`src/rtl/cfg_pkg.sv`:
```
// Shared definitions for the configuration stream distributor.
package cfg_pkg;

    // Default widths of the tile configuration bus.
    localparam int ADDR_W_DEF = 10;
    localparam int DATA_W_DEF = 8;

    // Tile id that marks the end of the bitstream.
    localparam logic [7:0] EOS_ID = 8'hFF;

    // LSB of the address-high field inside the ADDR_HI byte.
    localparam int AH_LSB = 0;

    // Header/data parsing states; DONE is terminal until reset.
    typedef enum logic [2:0] {
        HDR_TILE,
        HDR_AH,
        HDR_AL,
        HDR_LEN,
        DATA,
        DONE
    } cfg_state_e;

endpackage

```
`src/rtl/cfg_hdr_parser.sv`:
```
// Packet header FSM: captures tile id, base address and flags bad ids / end of stream.
module cfg_hdr_parser
    import cfg_pkg::*;
#(
    parameter int NB_TILES = 9,
    parameter int ADDR_W   = ADDR_W_DEF
) (
    input  logic              clock,
    input  logic              reset,
    input  logic [7:0]        in_data,
    input  logic              accept,
    input  logic              data_last,
    output cfg_state_e        state,
    output logic [7:0]        tile_id,
    output logic              tile_bad,
    output logic [ADDR_W-1:0] base_addr,
    output logic              bad_id,
    output logic              cfg_done
);

    localparam logic [7:0] NB_ID = 8'(NB_TILES);

    logic hdr_tile_acc;

    assign hdr_tile_acc = accept && (state == HDR_TILE);
    assign bad_id       = hdr_tile_acc && (in_data != EOS_ID) && (in_data >= NB_ID);

    // Advance one state per accepted byte; DATA leaves only on its last byte.
    always_ff @(posedge clock or negedge reset) begin
        if (!reset) begin
            state     <= HDR_TILE;
            tile_id   <= '0;
            tile_bad  <= 1'b0;
            base_addr <= '0;
            cfg_done  <= 1'b0;
        end else if (accept) begin
            case (state)
                HDR_TILE: begin
                    tile_id  <= in_data;
                    tile_bad <= (in_data >= NB_ID);
                    if (in_data == EOS_ID) begin
                        state    <= DONE;
                        cfg_done <= 1'b1;
                    end else begin
                        state <= HDR_AH;
                    end
                end
                HDR_AH: begin
                    base_addr[ADDR_W-1:8] <= in_data[AH_LSB +: ADDR_W-8];
                    state                 <= HDR_AL;
                end
                HDR_AL: begin
                    base_addr[7:0] <= in_data;
                    state          <= HDR_LEN;
                end
                HDR_LEN: state <= DATA;
                DATA:    if (data_last) state <= HDR_TILE;
                default: state <= DONE;
            endcase
        end
    end

endmodule

```
`src/rtl/cfg_stream_distributor.sv`:
```
// Byte-stream configuration front-end driving the shared tile config bus.
module cfg_stream_distributor
    import cfg_pkg::*;
#(
    parameter int NB_TILES = 9,
    parameter int ADDR_W   = ADDR_W_DEF,
    parameter int DATA_W   = DATA_W_DEF
) (
    input  logic                clock,
    input  logic                reset,
    input  logic [DATA_W-1:0]   in_data,
    input  logic                in_valid,
    output logic                in_ready,
    output logic [NB_TILES-1:0] select_tile,
    output logic [ADDR_W-1:0]   address_tile,
    output logic [DATA_W-1:0]   data_tile,
    output logic                cfg_done,
    output logic                cfg_error,
    output logic [15:0]         bytes_written
);

    cfg_state_e        state;
    logic [7:0]        tile_id;
    logic              tile_bad;
    logic [ADDR_W-1:0] base_addr;
    logic              bad_id;
    logic [ADDR_W-1:0] cur_addr;
    logic [7:0]        remaining;
    logic              accept;
    logic              data_acc;
    logic              len_acc;
    logic              eos_acc;

    assign accept   = in_valid && in_ready;
    assign data_acc = accept && (state == DATA);
    assign len_acc  = accept && (state == HDR_LEN);
    assign eos_acc  = accept && (state == HDR_TILE) && (in_data == EOS_ID);

    cfg_hdr_parser #(
        .NB_TILES (NB_TILES),
        .ADDR_W   (ADDR_W)
    ) u_hdr (
        .clock     (clock),
        .reset     (reset),
        .in_data   (in_data),
        .accept    (accept),
        .data_last (remaining == 8'd0),
        .state     (state),
        .tile_id   (tile_id),
        .tile_bad  (tile_bad),
        .base_addr (base_addr),
        .bad_id    (bad_id),
        .cfg_done  (cfg_done)
    );

    // Data-phase address and remaining-byte counters, seeded by the LEN byte.
    always_ff @(posedge clock or negedge reset) begin
        if (!reset) begin
            cur_addr  <= '0;
            remaining <= '0;
        end else if (len_acc) begin
            cur_addr  <= base_addr;
            remaining <= in_data;
        end else if (data_acc) begin
            cur_addr  <= cur_addr + ADDR_W'(1);
            remaining <= remaining - 8'd1;
        end
    end

    // Registered tile bus: one-cycle strobe per delivered byte, sticky error, write count.
    always_ff @(posedge clock or negedge reset) begin
        if (!reset) begin
            in_ready      <= 1'b0;
            select_tile   <= '0;
            address_tile  <= '0;
            data_tile     <= '0;
            cfg_error     <= 1'b0;
            bytes_written <= '0;
        end else begin
            in_ready    <= (state != DONE) && !eos_acc;
            select_tile <= '0;
            if (bad_id) cfg_error <= 1'b1;
            if (data_acc && !tile_bad) begin
                select_tile  <= NB_TILES'(1) << tile_id;
                address_tile <= cur_addr;
                data_tile    <= in_data;
                if (bytes_written != 16'hFFFF) bytes_written <= bytes_written + 16'd1;
            end
        end
    end

endmodule

```
`config.mk`:
```
export PLATFORM = sky130hd
export DESIGN_NAME = cfg_stream_distributor
export DESIGN_NICKNAME = d
export VERILOG_FILES = /design/src/rtl/cfg_pkg.sv /design/src/rtl/cfg_hdr_parser.sv /design/src/rtl/cfg_stream_distributor.sv
export SDC_FILE = /design/constraint.sdc
export NUM_CORES = 1
export LEC_CHECK = 0
export ABC_AREA = 1
export BUFFER_PORTS_ARGS = -buffer_cell sky130_fd_sc_hd__buf_2
export CORE_ASPECT_RATIO = 0.7
export CORE_MARGIN = 2
export CORE_UTILIZATION = 55
export DETAILED_ROUTE_END_ITERATION = 7
export PLACE_DENSITY = 0.79
export REMOVE_ABC_BUFFERS = 1
export SYNTH_ARGS = -nofsm -noshare
export SYNTH_HDL_FRONTEND = slang
export SYNTH_HIERARCHICAL = 1
export SYNTH_SLANG_ARGS = --single-unit
export TNS_END_PERCENT = 20
```
`constraint.sdc`:
```
create_clock -name clock -period 1.9 [get_ports clock]
set_input_delay 0.19 -clock clock [delete_from_list [all_inputs] [get_ports clock]]
set_output_delay 0.19 -clock clock [all_outputs]
set_load 0.005 [all_outputs]
```
# Yosys cells after proc, flatten, opt, wreduce, memory -nomap -nowiden

Cells that the tools add are included.

Register bits after elaboration: 86
Bits of input ports: 11
Output and inout port bits: 46
Word-level logic and storage cells: 56

$add $sub $neg: 3
$lt $le $gt $ge: 1
Eq/ne operators: 9
Shift operators: 1
Muxes and demuxes: 8
Reductions and logical operators: 20

Operators by type and width:

| kind                    | number |
|---|---|
| $mux W10                | 2 |
| $add A16 B1 Y16 const B | 1 |
| $mux W8                 | 2 |
| $ne A16 B16 Y1 const B  | 1 |
| $pmux W3 S5             | 1 |
| $add A10 B1 Y10 const B | 1 |
| $reduce_and A2 Y1       | 5 |
| $logic_and A1 B1 Y1     | 9 |
| $mux W9                 | 1 |
| $shl A1 B8 Y9 const A   | 1 |
| $eq A8 B8 Y1 const B    | 1 |
| $ge A8 B4 Y1 const B    | 1 |
| $logic_not A8 Y1        | 1 |
| $ne A8 B8 Y1 const B    | 1 |
| $sub A8 B1 Y8 const B   | 1 |
| $eq A3 B2 Y1 const B    | 2 |
| $mux W3                 | 2 |
| $eq A3 B1 Y1 const B    | 1 |
| $eq A3 B3 Y1 const B    | 1 |
| $logic_not A3 Y1        | 1 |
| $ne A3 B3 Y1 const B    | 1 |
| $reduce_and A3 Y1       | 1 |
| $logic_not A1 Y1        | 2 |
| $ne A2 B1 Y1 const B    | 1 |
| $reduce_bool A2 Y1      | 1 |

# Logic depth before layout (Yosys ltp)

Depth in word-level cells: 5
Mapped depth: 9

# Hierarchy

Netlist, hierarchy kept.

Modules (own cells, without submodules):

| module                 | times used | cells each | area each (um^2) | seq. area each (um^2) |
|---|---|---|---|---|
| cfg_stream_distributor | 1          | 439        | 3353.2           | 1576.5 |
| cfg_hdr_parser         | 1          | 117        | 1063.5           | 575.6 |

# Worst setup path before layout

Ideal clock, no wire load.

Kind: reg-to-reg
Start point: register bytes_written[0]
End point: register bytes_written[10]
Library setup time: 0.117 ns
Arrival time: 1.450 ns
Slack: 0.333 ns
Stages on the path, launching flop included: 10
Buffers on the path: 1
Clock period less this slack: 1.567 ns
Cells stage by stage: dfrtp_1 > ha_1 > inv_2 > nor2_4 > nand2_2 > nor2_2 > nor2_4 > buf_6 > nand2_2 > o21ai_2

Cells in the longest elaborated chain, start to end: 2

RTL lines:

| item                                                                    | line                         | RTL |
|---|---|---|
| start: declaration                                                      | cfg_stream_distributor.sv:19 | `output logic [15:0] bytes_written` |
| start signal: assignment                                                | cfg_stream_distributor.sv:87 | `if (bytes_written != 16'hFFFF) bytes_written <= bytes_written + 16'd1;` |
| parallel branches: the longest is 2 deep, another holds $add A16 B1 Y16 | --                           |  |

Several ways; the timed one is not identified.
A chain may end at the register's enable or synchronous reset.

# Final worst setup path

Start point: register u_hdr.state[0]
End point: register bytes_written[8]

Cells in the longest elaborated chain, start to end: 4

RTL lines:

| item                               | line                         | RTL |
|---|---|---|
| start: declaration                 | cfg_hdr_parser.sv:13         | `output cfg_state_e state,` |
| start signal: assignment           | cfg_hdr_parser.sv:31         | `state <= HDR_TILE;` |
| start signal: assignment           | cfg_hdr_parser.sv:42         | `state <= DONE;` |
| start signal: assignment           | cfg_hdr_parser.sv:45         | `state <= HDR_AH;` |
| $eq A3 B3 Y1                       | cfg_stream_distributor.sv:35 | `assign data_acc = accept && (state == DATA);` |
| $logic_and A1 B1 Y1                | cfg_stream_distributor.sv:35 |  |
| $logic_and A1 B1 Y1                | cfg_stream_distributor.sv:83 | `if (data_acc && !tile_bad) begin` |
| $reduce_and A2 Y1 (no source line) | --                           |  |

No other way between the ends.

==> impl_summary.log <==
[metrics] dominant combinational cell family by area after synthesis: simple AND/OR/NAND/NOR gates
[metrics] full die area: about 8800 um^2
[metrics] Placeable Area: 7840 um^2
[metrics] family with the most delay on the worst path: simple AND/OR/NAND/NOR gates
[metrics] CTS Buffer Depth: 2
[metrics] share of synthesized area occupied by flip-flops and latches: 0.487
[metrics] post-detailed-routing wire length: between 10 and 15 mm
[metrics] total count of hold-check failures in the final report: 0
[metrics] CP arrival: ~2 ns
[metrics] Hold Crit Start: in_data[5]
[metrics] multiplexer share of the synthesized area: 0
[metrics] depth of the CTS H-tree: 3
[metrics] endpoint required time on the critical path: around 2.2 ns
[metrics] ordered list of cells on the worst path: nor2_2, nand3_4, clkinv_4, nand2_4, nor2_4, buf_12, nand3_1, nand2_1
[metrics] count of mapped cells out of synthesis: roughly 560
[metrics] transition at the pin with the smallest max-transition slack: about 0.53 ns
[metrics] worst reg2reg endpoint: bytes_written[8]
[metrics] flop2flop setup slack: 0.19 ns
[metrics] DRT iter0 DRCs: about 330
[metrics] Cell variety after synth: 35
[metrics] final standard cell utilization of the core: 0.660
[metrics] first-pass GRT wire length: approximately 17 mm
[metrics] wire length per cell: around 14 um
[metrics] ratio of cells with drive above 1 in the final layout: 0.203
[metrics] Post-layout nets: between 600 and 700
[metrics] via density per instance: approximately 5.4
[metrics] number of pins with negative max-slew slack in the final report: 0
[metrics] total of endpoints with negative setup slack in the final report: 0
[metrics] Final HPWL DP: about 7.7 mm
[metrics] setup repair after global routing missed its margin: false
[metrics] ant diodes: 0
[metrics] remaining max-slew budget at the tightest pin: 0.647
[metrics] number of buffers created by CTS: 9
[metrics] category of the worst setup path capture point: flop
[metrics] number of fillers in the final layout: ~660
[metrics] number of global-route vias before repair: between 3000 and 4000
[metrics] input/output buffers: between 50 and 60
[metrics] initial antenna violation count: 0
[metrics] placement row count: 27
[metrics] Reg2Reg Depth: 8
[metrics] buffer and inverter count on the worst path: 2
[metrics] power density over cell area: approximately 1400 nW/um^2
[metrics] run status: finished, final reports clean
[metrics] width of the die: between 100 and 150 um
[metrics] overflow left after global routing: 0
[metrics] IR Drop Worst-Case VDD: 876 uV
[metrics] number of nets still failing antenna checks after routing: 0
[metrics] clock tree from TritonCTS: done
[metrics] startpoint type of the worst setup path: flop
[metrics] largest stage delay on the critical path: 0.50 ns
[metrics] final worst setup slack: between 0.15 and 0.2 ns
[metrics] pin count of the biggest net entering global routing: 39
[metrics] effective utilization at floorplan: 0.564
[metrics] number of storage elements in the synthesis netlist: between 80 and 90
[metrics] Reg-to-Reg Start: u_hdr/state[0]
[metrics] fraction of the mapped netlist area in compound gates: 0.0932
[metrics] maximum fanout encountered on the critical timing path: 21
[metrics] RePlAce Congestion: 0.924
[metrics] # Max-Cap Violations: 0
[metrics] Clk Tree Root Cell: sky130_fd_sc_hd__clkbuf_16
[metrics] Worst Path Class, Setup: reg2reg
[metrics] register clock-pin slew on the reported worst setup and hold paths: roughly 0.06 ns
[metrics] adder and majority cell fraction of the synthesized area: 0.0113
[metrics] TritonCTS sink count: 86
[metrics] cell leakage power: ~2.7 nW
[metrics] Area growth, synth to finish: 17.1%
[metrics] fraction of the mapped netlist area in simple logic gates: 0.319
[metrics] number of placed I/O pins: 57
[metrics] Final TNS setup: 0 ns
[metrics] pre-CTS setup slack: between 0.2 and 0.25 ns
[metrics] Worst Hold End: data_tile[5]
[metrics] Post-Synthesis Mean Instance Area: slightly below 8 um^2
[metrics] first-pass iteration count of the detailed router: 5
[metrics] DRC Markers: 0
[metrics] highest clock rate: about 590 MHz
[metrics] worst skew pair latency: between 0.3 and 0.4 ns
[metrics] Warnings, synthesis: 6
[metrics] global-route total usage across every layer: 0.251
[metrics] PnR Total Power: between 0.007 and 0.008 W
[metrics] final clock skew: 0.00611 ns
[metrics] xor and xnor fraction of the mapped netlist area: 0.0159
[metrics] Mapped Area: ~4400 um^2
[metrics] critical path's slowest cell: sky130_fd_sc_hd__dfrtp_1
[metrics] min cycle time layout: 1.71 ns
[metrics] hold path depth: 3
[metrics] via count: 3927
[metrics] share of the cycle needed by the critical path after routing: 0.900
[metrics] path type of the worst min-delay path: in2reg
[metrics] die extent in y: about 79 um
[metrics] cts repair resizes: 0
-- final cells by class --
type | count | area (um^2) | share of cell area
clock buffers | 12 | 256 | 0.0496
clock inverters | 4 | 31.3 | 0.00605
well taps | 101 | 126 | 0.0244
repair buffers | 70 | 428 | 0.0827
inverters | 62 | 238 | 0.0460
flip-flops and latches | 86 | 2150 | 0.416
multi-input cells | 397 | 1940 | 0.375
-- power breakdown --
| part | internal, W | leakage (nW) | switching (W) |
|---|---|---|---|
| combinational | 0.00106 | 1.43 | 0.00164 |
| clock | 0.000959 | 0.131 | 0.000709 |
| sequential | 0.00248 | 1.11 | 0.000580 |
-- worst max path at each step --
stage                              start           endpoint  slack (ns)  depth (start not counted)
after floorplan           u_hdr/state[1]  bytes_written[12]        0.16                          7
after global placement    u_hdr/state[0]   bytes_written[8]        0.27                          8
after detailed placement  u_hdr/state[0]     select_tile[7]        0.20                          5
after CTS                 u_hdr/state[0]     select_tile[7]        0.18                          5
after global routing      u_hdr/state[0]   bytes_written[8]        0.03                          8
final                     u_hdr/state[0]   bytes_written[8]        0.19                          8
-- state kept, by name (all words and copies together), names as in the netlist --
register,count
select_tile,9
cfg_error,1
bytes_written,16
u_hdr/tile_id,8
in_ready,1
cur_addr,10
remaining,8
u_hdr/state,3
data_tile,8
u_hdr/tile_bad,1
u_hdr/cfg_done,1
address_tile,10
u_hdr/base_addr,10
-- placed cells by master (no fill, tap or decap), types with 2 or more instances in the layout --
cell type | Yosys | layout
sky130_fd_sc_hd__clkinvlp_4 | 0 | 3
sky130_fd_sc_hd__clkbuf_8 | 0 | 2
sky130_fd_sc_hd__xnor2_1 | 3 | 3
sky130_fd_sc_hd__dfrtp_1 | 86 | 86
sky130_fd_sc_hd__nand2_1 | 198 | 198
sky130_fd_sc_hd__clkbuf_16 | 0 | 9
sky130_fd_sc_hd__buf_12 | 1 | 3
sky130_fd_sc_hd__nand2_2 | 9 | 9
sky130_fd_sc_hd__nor2_1 | 39 | 39
sky130_fd_sc_hd__o21ai_1 | 9 | 9
sky130_fd_sc_hd__ha_1 | 4 | 4
sky130_fd_sc_hd__nand2_4 | 2 | 2
sky130_fd_sc_hd__nand4_1 | 15 | 15
sky130_fd_sc_hd__inv_1 | 56 | 56
sky130_fd_sc_hd__o21ai_0 | 29 | 29
sky130_fd_sc_hd__nor2_4 | 4 | 4
sky130_fd_sc_hd__clkinv_4 | 1 | 2
sky130_fd_sc_hd__buf_4 | 0 | 11
sky130_fd_sc_hd__nor3_1 | 9 | 9
sky130_fd_sc_hd__or2_2 | 2 | 2
sky130_fd_sc_hd__a21oi_1 | 4 | 4
sky130_fd_sc_hd__nor2_2 | 3 | 3
sky130_fd_sc_hd__xor2_1 | 5 | 5
sky130_fd_sc_hd__o21ai_2 | 14 | 14
sky130_fd_sc_hd__buf_2 | 4 | 55
sky130_fd_sc_hd__o211ai_1 | 5 | 5
sky130_fd_sc_hd__nand3_1 | 36 | 36
sky130_fd_sc_hd__inv_2 | 4 | 4
-- Yosys cell counts, drive strengths merged --
| master | count | area (um^2) |
|---|---|---|
| nand2 | 209 | 822 |
| dfrtp | 86 | 2150 |
| inv | 60 | 225 |
| o21ai | 53 | 329 |
| nor2 | 46 | 210 |
| nand3 | 38 | 208 |
| nand4 | 15 | 93.8 |
| nor3 | 9 | 45.0 |
| buf | 8 | 73.8 |
| o211ai | 5 | 37.5 |
| xor2 | 5 | 43.8 |
| a21oi | 4 | 20.0 |
| ha | 4 | 50.1 |
| clkbuf | 3 | 12.5 |
| xnor2 | 3 | 26.3 |
| clkinv | 2 | 12.5 |
| or2 | 2 | 12.5 |
| nand3b | 1 | 11.3 |
| nor4 | 1 | 6.26 |
| o21bai | 1 | 18.8 |
| o22ai | 1 | 6.26 |
-- cell families after synthesis --
group	after synthesis
buffers and inverters	73
XOR/XNOR	8
adder cells (fa/ha/maj)	4
flip-flops	86
AND/OR/NAND/NOR	321
AO/OA/AOI/OAI	64
-- worst register-to-register path, stage by stage (launching register included) --
cell and delay [ns]:
sky130_fd_sc_hd__dfrtp_1 0.50, sky130_fd_sc_hd__nor2_2 0.20, sky130_fd_sc_hd__nand3_4 0.19, sky130_fd_sc_hd__clkinv_4 0.18, sky130_fd_sc_hd__nand2_4 0.12, sky130_fd_sc_hd__nor2_4 0.14, sky130_fd_sc_hd__buf_12 0.18, sky130_fd_sc_hd__nand3_1 0.09
sky130_fd_sc_hd__nand2_1 0.06
-- per-stage QoR --
step           hold WS, ns  area (um^2)  std cells
2_1_floorplan       -0.106         4330        545
5_1_grt              0.143         5170        732
3_3_place_gp         0.154         4830        711
4_1_cts              0.136         5130        728
6_report             0.154         5170        732
3_5_place_dp         0.150         4830        711
-- routing by layer --
metal	global-route usage	vias up	share of wire
li1	-	1918	-
met4	0.0877	0	0.015
met3	0.0496	11	0.064
met5	0	-	0
met2	0.398	147	0.45
met1	0.352	1851	0.47
-- repair_timing --
item / CTS / global route
hold endpoints to repair: 30 / 0
setup endpoints to repair: 0 / 1
hold buffers: 1 / 0
buffers inserted: 0 / 4
No activity file was read; power rests on OpenSTA's default activity.
